$ cat config.mk
export PLATFORM = sky130hd
export DESIGN_NAME = opendap_mem_ap_apb
export DESIGN_NICKNAME = d
export VERILOG_FILES = /design/src/rtl/opendap_mem_ap_pkg.sv /design/src/rtl/opendap_apb_xfer_fsm.sv /design/src/rtl/opendap_mem_ap_apb.sv
export SDC_FILE = /design/constraint.sdc
export NUM_CORES = 1
export LEC_CHECK = 0
export ABC_AREA = 1
export CORE_MARGIN = 2
export CORE_UTILIZATION = 24
export CTS_BUF_LIST = sky130_fd_sc_hd__clkbuf_8 sky130_fd_sc_hd__clkbuf_16
export DETAILED_ROUTE_END_ITERATION = 6
export PLACE_DENSITY = 0.58
export SYNTH_ARGS = -nofsm -noshare
export SYNTH_HDL_FRONTEND = slang
export SYNTH_SLANG_ARGS = --single-unit
$ cat constraint.sdc
create_clock -name swclk -period 4.2 [get_ports swclk]
set_clock_uncertainty 0.05 [all_clocks]
set_input_delay 0.84 -clock swclk [delete_from_list [all_inputs] [get_ports swclk]]
set_output_delay 0.84 -clock swclk [all_outputs]
set_load 0.01 [all_outputs]
$ cat src/rtl/opendap_mem_ap_pkg.sv
// opendap_mem_ap_pkg: MEM-AP register map, CSW fields, encodings and lane helpers.
package opendap_mem_ap_pkg;
    localparam logic [7:0] OFF_CSW  = 8'h00;
    localparam logic [7:0] OFF_TAR  = 8'h04;
    localparam logic [7:0] OFF_DRW  = 8'h0C;
    localparam logic [7:0] OFF_BD0  = 8'h10;
    localparam logic [7:0] OFF_BD1  = 8'h14;
    localparam logic [7:0] OFF_BD2  = 8'h18;
    localparam logic [7:0] OFF_BD3  = 8'h1C;
    localparam logic [7:0] OFF_CFG  = 8'hF4;
    localparam logic [7:0] OFF_BASE = 8'hF8;
    localparam logic [7:0] OFF_IDR  = 8'hFC;

    localparam int CSW_SIZE_LSB = 0;
    localparam int CSW_INC_LSB  = 4;
    localparam int CSW_DEVEN    = 6;
    localparam int CSW_TIP      = 7;
    localparam int CSW_PROT_LSB = 28;

    localparam logic [2:0] SIZE_BYTE = 3'd0;
    localparam logic [2:0] SIZE_HALF = 3'd1;
    localparam logic [2:0] SIZE_WORD = 3'd2;

    localparam logic [1:0] INC_OFF    = 2'b00;
    localparam logic [1:0] INC_SINGLE = 2'b01;

    typedef enum logic [1:0] {XFER_IDLE, XFER_SETUP, XFER_ACCESS} xfer_state_e;

    function automatic logic [3:0] lane_strb(input logic [2:0] size, input logic [1:0] a);
        return size == SIZE_BYTE ? 4'b0001 << a :
               size == SIZE_HALF ? 4'b0011 << {a[1], 1'b0} : 4'hF;
    endfunction

    function automatic logic [9:0] size_bytes(input logic [2:0] size);
        return size == SIZE_BYTE ? 10'd1 : size == SIZE_HALF ? 10'd2 : 10'd4;
    endfunction
endpackage

$ cat src/rtl/opendap_apb_xfer_fsm.sv
// opendap_apb_xfer_fsm: APB IDLE/SETUP/ACCESS sequencer with abort.
module opendap_apb_xfer_fsm
    import opendap_mem_ap_pkg::*;
(
    input  logic clk_i,
    input  logic rst_ni,
    input  logic start_i,
    input  logic abort_i,
    input  logic pready_i,
    output logic psel_o,
    output logic penable_o,
    output logic idle_o,
    output logic done_o
);
    xfer_state_e state_q, state_d;

    always_ff @(posedge clk_i or negedge rst_ni) begin
        if (!rst_ni) state_q <= XFER_IDLE;
        else         state_q <= state_d;
    end

    // Abort wins over a same-cycle pready so the bus result is discarded.
    always_comb begin
        state_d = state_q == XFER_IDLE  ? (start_i ? XFER_SETUP : XFER_IDLE) :
                  abort_i               ? XFER_IDLE :
                  state_q == XFER_SETUP ? XFER_ACCESS :
                  pready_i              ? XFER_IDLE : XFER_ACCESS;
    end

    always_comb begin
        psel_o    = state_q != XFER_IDLE;
        penable_o = state_q == XFER_ACCESS;
        idle_o    = state_q == XFER_IDLE;
        done_o    = state_q == XFER_ACCESS && pready_i && !abort_i;
    end
endmodule

$ cat src/rtl/opendap_mem_ap_apb.sv
// opendap_mem_ap_apb: MEM-AP decoding AP register accesses and issuing DRW/BDx
// accesses as APB4 transfers.
module opendap_mem_ap_apb
    import opendap_mem_ap_pkg::*;
#(
    parameter logic [7:0]  APSEL = 8'h00,
    parameter logic [31:0] IDR   = 32'h0477_0002,
    parameter logic [31:0] BASE  = 32'h0000_0003
) (
    input  logic        swclk,
    input  logic        rst_n,
    input  logic [7:0]  ap_sel,
    input  logic [5:0]  ap_addr,
    input  logic [31:0] ap_wdata,
    input  logic        ap_wen,
    input  logic        ap_ren,
    input  logic        ap_abort,
    output logic [31:0] ap_rdata,
    output logic        ap_rdy,
    output logic        ap_err,
    output logic [31:0] paddr,
    output logic        psel,
    output logic        penable,
    output logic        pwrite,
    output logic [31:0] pwdata,
    output logic [3:0]  pstrb,
    output logic [2:0]  pprot,
    input  logic [31:0] prdata,
    input  logic        pready,
    input  logic        pslverr
);
    logic [2:0]  size_q, size_d, prot_q, prot_d, pprot_q, pprot_d;
    logic [1:0]  inc_q, inc_d;
    logic [31:0] tar_q, tar_d, rdata_q, rdata_d, paddr_q, paddr_d, pwdata_q, pwdata_d;
    logic [3:0]  pstrb_q, pstrb_d;
    logic        err_q, err_d, pwrite_q, pwrite_d, drw_q, drw_d;
    logic [7:0]  off;
    logic [31:0] csw_rd, reg_rd;
    logic        sel_hit, strobe, acc, is_drw, is_bd, bus_go, done;

    assign off     = {ap_addr, 2'b00};
    assign sel_hit = ap_sel == APSEL;
    assign strobe  = (ap_wen | ap_ren) & ap_rdy;
    assign acc     = strobe & sel_hit;
    assign is_drw  = off == OFF_DRW;
    assign is_bd   = off inside {OFF_BD0, OFF_BD1, OFF_BD2, OFF_BD3};
    assign bus_go  = acc & (is_drw | is_bd);

    opendap_apb_xfer_fsm u_fsm (
        .clk_i    (swclk),
        .rst_ni   (rst_n),
        .start_i  (bus_go),
        .abort_i  (ap_abort),
        .pready_i (pready),
        .psel_o   (psel),
        .penable_o(penable),
        .idle_o   (ap_rdy),
        .done_o   (done)
    );

    always_comb begin
        csw_rd = '0;
        csw_rd[CSW_SIZE_LSB +: 3] = size_q;
        csw_rd[CSW_INC_LSB +: 2]  = inc_q;
        csw_rd[CSW_DEVEN]         = 1'b1;
        csw_rd[CSW_TIP]           = !ap_rdy;
        csw_rd[CSW_PROT_LSB +: 3] = prot_q;
        reg_rd = off == OFF_CSW  ? csw_rd :
                 off == OFF_TAR  ? tar_q  :
                 off == OFF_CFG  ? '0     :
                 off == OFF_BASE ? BASE   :
                 off == OFF_IDR  ? IDR    : '0;
    end

    always_comb begin
        size_d   = size_q;
        inc_d    = inc_q;
        prot_d   = prot_q;
        tar_d    = tar_q;
        rdata_d  = rdata_q;
        err_d    = 1'b0;
        paddr_d  = paddr_q;
        pwrite_d = pwrite_q;
        pwdata_d = pwdata_q;
        pstrb_d  = pstrb_q;
        pprot_d  = pprot_q;
        drw_d    = drw_q;
        if (acc && ap_wen && off == OFF_CSW) begin
            size_d = ap_wdata[2:0] > SIZE_WORD ? SIZE_WORD : ap_wdata[2:0];
            inc_d  = ap_wdata[5] ? INC_OFF : ap_wdata[5:4];
            prot_d = ap_wdata[30:28];
        end
        if (acc && ap_wen && off == OFF_TAR) tar_d = ap_wdata;
        if (strobe && ap_ren && !bus_go) rdata_d = sel_hit ? reg_rd : '0;
        if (bus_go) begin
            paddr_d  = is_bd ? {tar_q[31:4], ap_addr[1:0], 2'b00} : {tar_q[31:2], 2'b00};
            pwrite_d = ap_wen;
            pwdata_d = ap_wen ? ap_wdata : '0;
            pstrb_d  = !ap_wen ? 4'h0 : is_bd ? 4'hF : lane_strb(size_q, tar_q[1:0]);
            pprot_d  = prot_q;
            drw_d    = is_drw;
        end
        // Only a clean DRW completion advances TAR, wrapping inside the 1KB page.
        if (done) begin
            err_d = pslverr;
            if (!pwrite_q) rdata_d = prdata;
            if (drw_q && !pslverr && inc_q == INC_SINGLE)
                tar_d = {tar_q[31:10], tar_q[9:0] + size_bytes(size_q)};
        end
    end

    always_ff @(posedge swclk or negedge rst_n) begin
        if (!rst_n) begin
            size_q   <= SIZE_WORD;
            inc_q    <= INC_OFF;
            prot_q   <= '0;
            tar_q    <= '0;
            rdata_q  <= '0;
            err_q    <= 1'b0;
            paddr_q  <= '0;
            pwrite_q <= 1'b0;
            pwdata_q <= '0;
            pstrb_q  <= '0;
            pprot_q  <= '0;
            drw_q    <= 1'b0;
        end else begin
            size_q   <= size_d;
            inc_q    <= inc_d;
            prot_q   <= prot_d;
            tar_q    <= tar_d;
            rdata_q  <= rdata_d;
            err_q    <= err_d;
            paddr_q  <= paddr_d;
            pwrite_q <= pwrite_d;
            pwdata_q <= pwdata_d;
            pstrb_q  <= pstrb_d;
            pprot_q  <= pprot_d;
            drw_q    <= drw_d;
        end
    end

    assign ap_rdata = rdata_q;
    assign ap_err   = err_q;
    assign paddr    = paddr_q;
    assign pwrite   = pwrite_q;
    assign pwdata   = pwdata_q;
    assign pstrb    = pstrb_q;
    assign pprot    = pprot_q;
endmodule

# ---- After elaboration in Yosys (flattened, before gate mapping)
# Cells that the tools add are included.
dict set report word_totals {
  ff_bits 148
  in_bits 85
  output_inout_bits 108
}
dict set report op_classes {
  add_sub_neg 1
  magnitude_cmp 1
  n_eq_ne 14
  n_shift 2
  muxes 28
  bitwise 5
  reduce_logical 19
}
# operator n
set ops {}
lappend ops {{32-bit two-way mux} 10}
lappend ops {{27-bit two-way mux} 3}
lappend ops {{6-bit by 3-bit equality test with 1-bit output, second input constant} 4}
lappend ops {{4-bit two-way mux} 5}
lappend ops {{6-bit equality test, second input constant} 3}
lappend ops {{8-bit logical NOT} 2}
lappend ops {{10-bit by 3-bit adder with 10-bit output} 1}
lappend ops {{1-bit logical AND} 9}
lappend ops {{3-bit two-way mux} 3}
lappend ops {{2-bit two-way mux} 4}
lappend ops {{6-bit by 1-bit equality test with 1-bit output, second input constant} 1}
lappend ops {{6-bit by 2-bit equality test with 1-bit output, second input constant} 1}
lappend ops {{2-bit by 1-bit equality test with 1-bit output, second input constant} 2}
lappend ops {{1-bit logical NOT} 4}
lappend ops {{4-bit nonzero test} 1}
lappend ops {{1-bit by 2-bit << shifter with 4-bit output, first input constant} 1}
lappend ops {{2-bit by 2-bit << shifter with 4-bit output, first input constant} 1}
lappend ops {{1-bit AND} 3}
lappend ops {{3-bit by 1-bit equality test with 1-bit output, second input constant} 1}
lappend ops {{3-bit by 2-bit greater-than comparator with 1-bit output, second input constant} 1}
lappend ops {{3-bit logical NOT} 1}
lappend ops {{1-bit two-way mux} 3}
lappend ops {{2-bit equality test, second input constant} 1}
lappend ops {{2-bit logical NOT} 1}
lappend ops {{other kinds (3)} 4}

# ---- Logic depth before layout (Yosys ltp)
# Gate-level depths: netlist of run 1.
dict set report logic_depth {
  ltp_word 10
  ltp_mapped 15
}

# ---- Modules after synthesis
# From an unflattened synthesis of run 1, not the netlist that was laid out.
dict set report hier_totals {
  hier_cells 886
  hier_area_um2 6954.2
}
# mod n_inst cells_per_inst area_each_um2
set modules_own_cells {}
lappend modules_own_cells {opendap_mem_ap_apb 1 871 6850.3}
lappend modules_own_cells {opendap_apb_xfer_fsm 1 15 103.8}

# ---- Worst setup path before layout of run 1
# OpenSTA, ideal clock, no wires.
dict set report synth_path {
  path_type {register to register}
  startpoint {register size_q[2]}
  endpoint {register tar_q[8]}
  setup_time_ns 0.113
  t_arrival_ns 1.989
  setup_slack_ns 2.049
  path_stages_with_launch 15
  path_buffers 0
  cell_sequence {dfrtp_1 > nor2_1 > inv_1 > nor2_1 > ha_1 > inv_1 > fa_1 > inv_1 > nand2_1 > a21oi_1 > nand3_1 > o21ai_0 > nand3_1 > nand2_1 > inv_1}
}
dict set report synth_via {
  elab_chain_len 6
}
# element line
set synth_rtl {}
lappend synth_rtl {{start: declaration} opendap_mem_ap_apb.sv:32} ;# logic [2:0] size_q, size_d, prot_q, prot_d, pprot_q, pprot_d;
lappend synth_rtl {{start signal: assignment} opendap_mem_ap_apb.sv:127} ;# size_q <= size_d;
lappend synth_rtl {{3-bit by 1-bit equality test with 1-bit output} opendap_mem_ap_pkg.sv:35} ;# return size == SIZE_BYTE ? 10'd1 : size == SIZE_HALF ? 10'd2 : 10'd4;
lappend synth_rtl {{3-bit two-way mux} opendap_mem_ap_pkg.sv:35}
lappend synth_rtl {{3-bit two-way mux *} opendap_mem_ap_pkg.sv:35}
lappend synth_rtl {{10-bit by 3-bit adder with 10-bit output *} opendap_mem_ap_apb.sv:108} ;# tar_d = {tar_q[31:10], tar_q[9:0] + size_bytes(size_q)};
lappend synth_rtl {{32-bit two-way mux *} opendap_mem_ap_apb.sv:107} ;# if (drw_q && !pslverr && inc_q == INC_SINGLE)
lappend synth_rtl {{32-bit two-way mux *} opendap_mem_ap_apb.sv:104} ;# if (done) begin
lappend synth_rtl {{net tar_d[8]} opendap_mem_ap_apb.sv:34} ;# logic [31:0] tar_q, tar_d, rdata_q, rdata_d, paddr_q, paddr_d, pwdata_q, pwdata_d;
lappend synth_rtl {{end signal: assignment} opendap_mem_ap_apb.sv:130} ;# tar_q <= tar_d;
lappend synth_rtl {{end: declaration} opendap_mem_ap_apb.sv:34}
# The timed path passes the listed nets; every way through them passes the cells marked *. The select of a mux whose other input is x is not followed.
# A chain may end at the register's enable or synchronous reset.

# ---- Final worst setup path of run 1
dict set report layout_path {
  startpoint {input ap_wen}
  endpoint {register rdata_q[28], in the netlist ap_rdata[28]}
}
dict set report layout_via {
  elab_chain_len 9
}
# element line
set layout_rtl {}
lappend layout_rtl {{start: declaration} opendap_mem_ap_apb.sv:15} ;# input logic ap_wen,
lappend layout_rtl {{1-bit bitwise OR *} opendap_mem_ap_apb.sv:43} ;# assign strobe = (ap_wen | ap_ren) & ap_rdy;
lappend layout_rtl {{1-bit AND *} opendap_mem_ap_apb.sv:43}
lappend layout_rtl {{1-bit AND} opendap_mem_ap_apb.sv:44} ;# assign acc = strobe & sel_hit;
lappend layout_rtl {{1-bit AND} opendap_mem_ap_apb.sv:47} ;# assign bus_go = acc & (is_drw | is_bd);
lappend layout_rtl {{1-bit logical NOT} opendap_mem_ap_apb.sv:94} ;# if (strobe && ap_ren && !bus_go) rdata_d = sel_hit ? reg_rd : '0;
lappend layout_rtl {{1-bit logical AND *} opendap_mem_ap_apb.sv:94}
lappend layout_rtl {{32-bit two-way mux *} opendap_mem_ap_apb.sv:94}
lappend layout_rtl {{32-bit two-way mux} opendap_mem_ap_apb.sv:106} ;# if (!pwrite_q) rdata_d = prdata;
lappend layout_rtl {{32-bit two-way mux *} opendap_mem_ap_apb.sv:104}
lappend layout_rtl {{net rdata_d[28]} opendap_mem_ap_apb.sv:34}
lappend layout_rtl {{end signal: assignment} opendap_mem_ap_apb.sv:131} ;# rdata_q <= rdata_d;
lappend layout_rtl {{end: declaration} opendap_mem_ap_apb.sv:34}
# The timed path passes the listed nets; every way through them passes the cells marked *.

==> impl_metrics.env, run 1 <==
export IMPL_postSynthCellCount=890
export IMPL_cts_root_buf="clkbuf_16"
export IMPL_nNetsFinal=1155
export IMPL_cp_start_kind="primary input"
export IMPL_fmax_ghz=0.353
export IMPL_grtUsageTotal_pct=14.7
export IMPL_critical_path_buf_inv_count=2
export IMPL_worstPathArrival_ps=3140
export IMPL_fin_crit_ps=2830
export IMPL_place_congestion=0.836
export IMPL_drive_above_1_share_pct=6.49
export IMPL_htree_levels=4
export IMPL_hpwl_um=16300
export IMPL_critPathMaxStageDelay_ps=670
export IMPL_cts_tree="yes"
export IMPL_diodes=0
export IMPL_cts_resized=0
export IMPL_grt_overflow=0
export IMPL_clockBufferDepth=2
export IMPL_cts_buffers_inserted=17
export IMPL_peakVddDrop_uv=225
export IMPL_viasPerCell=4.26
export IMPL_first_pass_iters=5
export IMPL_cp_data_required_time_ps=4510
export IMPL_antenna_found_initial=0
export IMPL_relSlewSlack_pct=47.5
export IMPL_start_util_pct=24.4
export IMPL_synthSimpleGateAreaFrac_pct=28.5
export IMPL_synth_top_family_by_area="simple AND/OR/NAND/NOR gates"
export IMPL_portBuffers=190
export IMPL_synth_adder_area_share_pct=0.822
export IMPL_ant_nets=0
export IMPL_core_area_sq_um=28700
export IMPL_synth_compound_area_share_pct=10.3
export IMPL_via_count=6235
export IMPL_status="finished clean"
export IMPL_drc=0
export IMPL_path_delay_family="simple AND/OR/NAND/NOR gates"
export IMPL_synthXorXnorAreaFrac_pct=0
export IMPL_hold_violations=0
export IMPL_row_count=62
export IMPL_rsz0062_at_grt="false"
export IMPL_clock_sinks=145
export IMPL_cts_hold_fix_buffers=0
export IMPL_synth_seq_cells=145
export IMPL_worst_setup_path_type="primary input to flop"
export IMPL_ys_seq_area_share_pct=51.8
export IMPL_finalWirelength_um=22100
export IMPL_die_area_sq_um=30600
export IMPL_syn_area_per_cell_sq_um=7.87
export IMPL_tightest_slew_ps=788
export IMPL_synth_top_cell_by_area="dfrtp_1"
export IMPL_cpMaxStageDelayCell="clkdlybuf4s50_1"
export IMPL_grt_first_pass_wirelength_um=34900
export IMPL_boundaryPins=193
export IMPL_netlist_area_sq_um=7000
export IMPL_yosys_warnings=0
export IMPL_postCtsSetupRepairBufs=0
export IMPL_cap_violations=0
export IMPL_yosysUniqueCellTypes=37
export IMPL_path_clk_slew_ps=60
export IMPL_setup_viol=0
export IMPL_hold_slack_ps=392
export IMPL_grt_pass1_vias=6199
export IMPL_power_density_nw_per_um2=318
export IMPL_path_cells="clkdlybuf4s50_1 > inv_2 > a21oi_4 > nand3_4 > nand2_4 > nand2_1 > nand2_1 > nor2_1 > nor2_1"
export IMPL_endpoint_kind="flop"
export IMPL_die_h_um=175
export IMPL_final_period_utilization_pct=67.4
export IMPL_die_w_um=175
export IMPL_slew_violations=0
export IMPL_synth_top_area_share_pct=51.5
export IMPL_timing_setup_tns_ps=0
export IMPL_synthTopCellsByArea="dfrtp_1 (51%), nand2_1 (14%), o21ai_1 (5.1%)"
export IMPL_insertion_delay_ps=420
export IMPL_worstPathMaxFanout=41
export IMPL_hold_class="primary input to async pin"
export IMPL_synthMuxAreaShare_pct=0
export IMPL_areaGrowthSynthToFinish_pct=40.3
export IMPL_grt_max_degree=80
export IMPL_wire_per_inst_um=15.1
export IMPL_drtIter0Drc=405
export IMPL_leakage_nw=4.48
[worst paths after layout]
| path | startpoint | to | slack [ps] | cells after the start |
|---|---|---|---|---|
| max reg2reg | size_q[2] | tar_q[8] | 1770 | 14 |
| max in group asynchronous | rst_n | ap_rdata[16] | 2810 | 2 |
| max | ap_wen | ap_rdata[28] | 1370 | 9 |
| min | rst_n | pwdata[23] | 390 | 1 |
| min in group swclk | paddr[29] | paddr[29] | 440 | 2 |
| min reg2reg | paddr[29] | paddr[29] | 440 | 2 |
[sequential cells by signal (all words and copies together) (netlist names)]
signal	count
pwdata	32
pwrite	1
ap_err	1
pprot	3
size_q	3
drw_q	1
pstrb	4
tar_q	32
inc_q	1
prot_q	3
ap_rdata	32
paddr	30
u_fsm.state_q	2
[placed cells by master (no fill, tap or decap), types with 3 or more instances in the layout]
cell,instances
or2_2,5
ha_1,3
nor2_1,96
buf_4,7
or2_0,3
dfrtp_1,144
o211ai_1,3
nand3_1,55
nor2_4,4
inv_2,5
clkinv_4,3
clkdlybuf4s50_1,189
inv_1,86
nand3_2,3
nand2_1,268
o21ai_0,45
clkbuf_16,17
inv_6,7
nand4_1,4
o21ai_1,72
nor3_1,3
or2_1,16
a21oi_1,14
[routing by layer]
metal,global-route usage [%],vias up,share of wire (%)
met3,3.76,15,5.8
met1,19.1,2907,45
met5,0,-,0
li1,-,3153,-
met2,24.4,160,48
met4,4.03,0,1.4
[cells by family after synthesis]
logic type / Yosys count
AND/OR/NAND/NOR: 466
other: 1
adder cells (fa/ha/maj): 4
AO/OA/AOI/OAI: 139
buffers and inverters: 135
flip-flops: 145
[synthesized netlist by cell type, drive strengths merged]
cell,count
o21a,2
nor3b,1
o21ai,117
buf,30
fa,1
conb,1
nand4,5
inv,92
o22ai,1
nor2,102
dfstp,1
a21oi,15
nand3,60
dfrtp,144
o21bai,1
or2,24
ha,3
nor3,3
o211ai,3
clkbuf,13
nand2,271
[through the flow]
stage	util [%]	total power [mW]	setup WS [ps]	instance area [sq um]	std cells
after detailed placement	32.2	1.63	910	9240	1431
after floorplan	-	1.48	2050	7010	891
after CTS	34.2	3.18	1370	9820	1463
after global placement	32.2	1.63	964	9240	1431
final	34.2	3.13	1370	9820	1463
after global routing	34.2	3.25	1150	9820	1463
[final cells by class]
cell class | count | area [sq um]
Fill cell | 3021 | 18900
Sequential cell | 145 | 3630
Multi-Input combinational cell | 611 | 2790
Timing Repair Buffer | 199 | 2000
Tap cell | 384 | 480
Clock buffer | 18 | 439
Inverter | 92 | 348
Clock inverter | 14 | 144
[where the power goes]
part	total, mW	internal [mW]	switching [mW]
Combinational	0.190	0.0929	0.0969
Clock	1.53	0.852	0.678
Sequential	1.41	1.40	0.00368
Total	3.13	2.35	0.778
Note: power is estimated with default switching activity, not from simulation.
==> inputs of run 2 (changes only) <==
Settings changed: PLACE_DENSITY 0.58 to 0.59.
Clock period 4.2 ns to 2.5 ns, I/O delays scaled along.
==> run 2 against run 1 <==
Utilization rose by 0.82 points. Sequential power rose by 67%. Die area unchanged. Largest cell class unchanged.
==> impl_metrics.env, run 2 (same netlist as run 1, synthesis figures left out) <==
export IMPL_status="finished clean"
export IMPL_die_area_sq_um=30600
export IMPL_grt_max_degree=67
export IMPL_areaGrowthSynthToFinish_pct=43.6
export IMPL_drtIter0Drc=381
export IMPL_timing_setup_tns_ps=0
export IMPL_cp_start_kind="flop"
export IMPL_hold_violations=0
export IMPL_die_w_um=175
export IMPL_portBuffers=190
export IMPL_relSlewSlack_pct=60.1
export IMPL_clock_sinks=145
export IMPL_grt_overflow=0
export IMPL_fin_crit_ps=2260
export IMPL_ant_nets=0
export IMPL_clockBufferDepth=2
export IMPL_wire_per_inst_um=15.1
export IMPL_first_pass_iters=4
export IMPL_final_period_utilization_pct=90.5
export IMPL_finalWirelength_um=22400
export IMPL_slew_violations=0
export IMPL_place_congestion=0.839
export IMPL_tightest_slew_ps=598
export IMPL_layout_common_cells="nand2_1 (268), clkdlybuf4s50_1 (189), dfrtp_1 (144)"
export IMPL_hpwl_um=17000
export IMPL_cts_buffers_inserted=17
export IMPL_die_h_um=175
export IMPL_hold_class="flop to flop"
export IMPL_via_count=6343
export IMPL_setup_viol=0
export IMPL_drc=0
export IMPL_rsz0062_at_grt="false"
export IMPL_htree_levels=4
export IMPL_core_area_sq_um=28700
export IMPL_dpl_cell_area_sq_um=9460
export IMPL_antenna_found_initial=0
export IMPL_peakVddDrop_uv=348
export IMPL_worstPathArrival_ps=2510
export IMPL_cts_tree="yes"
export IMPL_nNetsFinal=1174
export IMPL_endpoint_kind="flop"
export IMPL_start_util_pct=24.4
export IMPL_grt_pass1_vias=6366
export IMPL_fmax_ghz=0.442
export IMPL_grt_first_pass_wirelength_um=35700
export IMPL_ff2ff_setup_slack_ps=240
export IMPL_design_area_sq_um=10100
export IMPL_cp_data_required_time_ps=2750
export IMPL_insertion_delay_ps=410
export IMPL_worstPathMaxFanout=3
export IMPL_drive_above_1_share_pct=8.47
export IMPL_grtUsageTotal_pct=14.9
export IMPL_final_common_cell="nand2_1"
export IMPL_leakage_nw=4.59
export IMPL_worst_setup_path_type="flop to flop"
export IMPL_row_count=62
export IMPL_boundaryPins=193
export IMPL_path_clk_slew_ps=70
export IMPL_cts_root_buf="clkbuf_16"
export IMPL_viasPerCell=4.28
export IMPL_cap_violations=0
export IMPL_power_density_nw_per_um2=517
-- run 2: worst paths after layout --
kind / cells after the start / startpoint / endpoint
worst min register to register: 2 / paddr[28] / paddr[28]
worst max-delay path: 14 / size_q[1] / tar_q[8]
worst max register to register: 14 / size_q[1] / tar_q[8]
min in group asynchronous: 2 / rst_n / pwdata[19]
worst min-delay path: 2 / paddr[28] / paddr[28]
max in group asynchronous: 3 / rst_n / ap_rdata[13]
-- run 2: per-layer routing --
layer	track usage (%)	wire length [um]	up-vias
li1	-	-	3195
met1	19.4	10000	2956
met2	24.8	10700	176
met3	3.83	1360	16
met4	3.68	340	0
met5	0	0	-
-- run 2: cell type report --
| cell class | count | area [sq um] |
|---|---|---|
| clock inverter | 14 | 128 |
| inverter | 92 | 348 |
| antenna | 1 | 2.50 |
| clock buffer | 18 | 439 |
| timing repair buffer | 218 | 2230 |
| tap | 384 | 480 |
| fill | 3076 | 18600 |
| multi-input combinational | 611 | 2800 |
| sequential | 145 | 3630 |
-- run 2: critical path, stage by stage, from the launching register on --
cell,delay (ps)
dfstp_2,380
nor2_2,140
inv_1,90
nor2_1,100
ha_2,180
inv_1,50
fa_1,380
inv_1,70
nand2_1,70
a21oi_2,210
nand3_2,130
o21ai_2,120
nand3_1,70
nand2_1,70
inv_1,40
-- run 2: power by group --
group	internal, mW	switching [mW]
Clock	1.41	1.09
Sequential	2.36	0.00638
Combinational	0.171	0.164
Total	3.94	1.26
-- run 2: stage by stage --
stage / std cells / power [mW] / util, % / worst slack (ps) / hold slack [ps]
floorplan: 891 / 2.49 / - / 349 / 154
global placement: 1449 / 2.74 / 33.0 / 16.5 / 422
detailed placement: 1449 / 2.75 / 33.0 / 4.23 / 427
CTS: 1482 / 5.29 / 35.0 / 72.4 / 443
global route: 1482 / 5.42 / 35.0 / 5.43 / 456
finish: 1483 / 5.20 / 35.0 / 238 / 438
-- run 2: timing repair --
action                                  4_1_cts  5_1_grt
hold endpoints to repair                      2        0
setup buffers                                 0        0
resized for setup                             0        6
endpoints found under the setup margin        0        2
hold buffers                                  1        0
==> RTL edit 1, RTL diff (flow settings as in run 2) <==
Set the package constant `CSW_INC_LSB` to 2 (it was 4).
--- a/src/rtl/opendap_mem_ap_pkg.sv
+++ b/src/rtl/opendap_mem_ap_pkg.sv
@@ -13,5 +13,5 @@
 
     localparam int CSW_SIZE_LSB = 0;
-    localparam int CSW_INC_LSB  = 4;
+    localparam int CSW_INC_LSB  = 2;
     localparam int CSW_DEVEN    = 6;
     localparam int CSW_TIP      = 7;
Function: changed (Yosys sat finds a counterexample within 4 cycles, from zero or initial values and one cycle with rst_n low).
==> RTL edit 1 against run 2 <==
  * The flow now finishes with violations (negative hold slack)
  * Synthesized area is 0.73% higher
  * Final cell count is 0.13% lower
  * Wire length is 2.9% lower
  * Synthesized cell count is 0.11% higher
  * Global-route usage is 0.50 points lower
  * Combinational power is 3% lower
  * Die area is 0.72% higher
  * Setup slack worse by 21 ps
  * Cell area hardly changed
  * Power is 3.6% higher
  * Sequential cell count stayed put
  * First-iteration DRC count is 7.1% higher
  * Critical path depth is 2 lower
  * Largest power group unchanged
  * Highest routed layer unchanged
==> RTL edit 1: results (changes against run 2) <==
* Initial DRC count at 408 (+7.1%)
* Worst Path Arrival at 2550 ps (+40 ps)
* RD Place Congestion at 0.836 (-0.41%)
* CP peak stage delay at 450 ps (+70 ps)
* FF-to-FF Start: size_q[2]
* LEAKAGE at 4.59 nW (about the same)
* Main area contributors after synthesis: dfrtp_1 (51%), nand2_1 (15%), nor2_1 (5.1%)
* Hold Path Class: in2async
* Clk Latency, worst-skew pair at 430 ps (+20 ps)
* DR pass1 iterations at 5 (+1)
* Worst-case reg-to-reg path depth at 12 (-2)
* Layout cell share with drive strength beyond 1 at 9.03% (+0.56 points)
* Result of the run: finished, violations left
* Hold Vio Cnt, Final at 6 (+6)
* Violated checks: negative hold slack
* Chip width at 175 um (+0.36%)
* Pin count of the biggest net entering global routing at 57 (-15%)
* Placed Area at 0.00943 mm2 (-0.32%)
* Crit path max-delay family: adder cells
* Final hold slack at -12.0 ps (-450 ps)
* GRT Overall Usage at 14.4% (-0.50 points)
* Dpl hpwl at 16500 um (-2.8%)
* Max IR drop VDD at 0.380 mV (+9.3%)
* Setup slack, reg-to-reg at 220 ps (-20 ps)
* Crit path max-delay cell type: fa_1
-- RTL edit 1: worst max-delay path by stage --
stage / startpoint / endpoint / slack, ps / cells past startpoint
2_1_floorplan: size_q[2] / tar_q[8] / 260 / 12
3_3_place_gp: ap_addr[2] / pwdata[23] / 70 / 9
3_5_place_dp: ap_addr[2] / pwdata[24] / -2 / 9
4_1_cts: size_q[2] / tar_q[8] / 90 / 12
5_1_grt: size_q[2] / tar_q[8] / 40 / 12
6_report: size_q[2] / tar_q[8] / 220 / 12
-- RTL edit 1: routing by layer --
metal	vias up	GRT usage, %	wire length (um)
li1	3183	-	-
met1	2928	18.9	9970
met2	177	23.9	10200
met3	22	3.40	1300
met4	0	4.03	339
met5	-	0	0
-- RTL edit 1: area by class of cell --
cell class | instances | area (um2)
tap | 384 | 480
sequential | 145 | 3630
inverter | 89 | 337
clock inverter | 14 | 179
timing repair buffer | 216 | 2180
multi-input combinational | 614 | 2810
antenna | 1 | 2.50
fill | 3096 | 18800
clock buffer | 18 | 439
-- RTL edit 1: stage by stage --
stage	worst slack, ps	TNS (ps)
after global placement	67.6	0
after detailed placement	-1.61	-1.61
after floorplan	262	0
final	218	0
after global routing	36.3	0
after CTS	90.7	0
-- RTL edit 1: logic make-up after synthesis --
family                     count (synthesis)  share of synthesized area, %
and+or+nand+nor                          470                          28.6
DFF                                      145                          51.5
AOI/OAI and AO/OA                        137                          10.1
buffers and inverters                    133                          8.83
adders and majority gates                  4                         0.816
xor gates and xnor gates                   1                         0.124
other                                      1                        0.0532
-- RTL edit 1: report_power, final --
group / switching, mW / internal (mW)
registers: 0.00688 / 2.36
clock network: 1.09 / 1.61
logic: 0.162 / 0.163
==> RTL edit 2, RTL diff (config.mk and constraints of run 2) <==
Made on the original files. Re-encode `xfer_state_e` (3 states) as one-hot, 3 bits wide.
--- a/src/rtl/opendap_mem_ap_pkg.sv
+++ b/src/rtl/opendap_mem_ap_pkg.sv
@@ -25,5 +25,5 @@
     localparam logic [1:0] INC_SINGLE = 2'b01;
 
-    typedef enum logic [1:0] {XFER_IDLE, XFER_SETUP, XFER_ACCESS} xfer_state_e;
+    typedef enum logic [2:0] {XFER_IDLE = 3'b001, XFER_SETUP = 3'b010, XFER_ACCESS = 3'b100} xfer_state_e;
 
     function automatic logic [3:0] lane_strb(input logic [2:0] size, input logic [1:0] a);
Function: same outputs for any inputs over 4 cycles, from zero or initial values and one cycle with rst_n low; so few cycles prove little.
==> RTL edit 2 against run 2 <==
  * Setup slack lost 87 ps
  * Critical endpoint is now ap_rdy
  * Power grew 4.8%
  * Largest cell class unchanged
  * Cell area shrank 0.38%
  * Non-clock buffer count shrank 5
  * Sequential cell count grew 1
  * Critical path depth shrank 11
  * Synthesized area grew 0.21%
  * Combinational power shrank 2%
  * Maximum frequency shrank 3.7%
  * Highest routed layer unchanged
  * Via count is essentially flat
  * Die area grew 0.21%
  * Wire length shrank 0.38%
  * Largest power group unchanged
==> RTL edit 2: results (changes against run 2) <==
* Result of the run: complete, no violations
* Port Buffers at 190 (unchanged)
* Power Density at 544 mW/mm2 (+5.2%)
* Setup crit start: u_fsm.state_q[0]
* Worst-case reg-to-reg path depth at 13 (-1)
* Slew Viols, Final at 0 (unchanged)
* Layout cell share with drive strength beyond 1 at 8.33% (-0.14 points)
* Dpl hpwl at 16500 um (-3.1%)
* Setup bufs post-CTS at 0 (unchanged)
* DP Cell Count at 1445 (-0.28%)
* Crit path max-delay family: buffers and inverters
* Fin crit share at 93.9% (+3.5 points)
* Netlist cell types at 40 (+8.1%)
* Placed Area at 0.00939 mm2 (-0.75%)
* Design area at 0.0100 mm2 (-0.38%)
* Crit path max-delay cell type: dfstp_2
* Internal power at 4.23 mW (+7.5%)
* Clk Latency, worst-skew pair at 420 ps
* Main area contributors after synthesis: dfrtp_1 (51%), nand2_1 (15%), nor2_1 (5.0%)
* Antenna violations before repair at 0 (unchanged)
* Cell count after synthesis at 890 (unchanged)
* Seq. pwr at 2.39 mW
* FF-to-FF Start: size_q[2]
* CP peak stage delay at 540 ps (+160 ps)
* Final std cells w/o fill at 1477 (-0.40%)
* First-pass GRT wire length at 35600 um (-0.25%)
* Routed via count at 6340 (-0.047%)
* Post-DRT Antenna Nets at 0 (unchanged)
* # fillers at 3005 (-2.3%)
* Post-synth top cells: nand2_1 (283), dfrtp_1 (144), nor2_1 (94), inv_1 (85), o21ai_0 (61)
* Worst-path clk slew at 60 ps
* Worst Path Arrival at 1800 ps (-710 ps)
* Diodes inserted at 0 (-1)
* Pin count of the biggest net entering global routing at 72 (+7.5%)
* Max IR drop VDD at 0.349 mV (+0.26%)
* Worst R2R End: tar_q[6]
* Comb. pwr at 0.327 mW (-2%)
* Clock buffer count from CTS at 17 (unchanged)
* Seq/Total Area, Yosys at 52.1% (+0.26 points)
* RD Place Congestion at 0.807 (-3.8%)
* Vias in the first global route at 6413 (+0.74%)
* DR pass1 iterations at 5 (+1)
* Drt wl/cell at 15.1 um (about the same)
* Worst Max-Slew Pin Slew at 727 ps (+129 ps)
* Crit-path max FO at 4 (+1)
* Critical Path Sink: ap_rdy
* GRT Overall Usage at 15.0% (+0.049 points)
* Setup slack, reg-to-reg at 230 ps
* Final hold slack at 18.9 ps (-419 ps)
* LEAKAGE at 4.67 nW (+1.7%)
* Pre-CTS WS at -7.46 ps (-11.7 ps)
* Final #Nets at 1169 (-0.43%)
* Fin Setup TNS at 0 ps (unchanged)
* Initial DRC count at 427 (+12%)
* Hold Path Class: in2async
## RTL edit 2: cell count changes after synthesis, moves of 3 or more
cell / delta
o21ai_0: +16
or2_0: +4
or2_2: +6
buf_6: -3
o21ai_1: -35
or2_1: -11
buf_2: +4
nand2_1: +15
## RTL edit 2: layout make-up
cell class	instances	share of cell area (%)
Tap cell	384	4.79
Sequential cell	146	36.5
Clock buffer	18	4.38
Clock inverter	14	1.87
Multi-Input combinational cell	612	28.0
Inverter	90	3.40
Timing Repair Buffer	213	21.1
## RTL edit 2: cell families after synthesis
logic type,synth area share (%)
buffers and inverters,8.04
DFF,52.1
AOI/OAI and AO/OA,9.09
adders and majority gates,0.820
other,0.0534
and+or+nand+nor,29.5
xor gates and xnor gates,0.374
## RTL edit 2: layer usage
metal  wire (um)  track usage, %
met1       10200            19.5
met2       10700            24.9
met3        1070            3.11
met4         345            4.62
met5           0               0
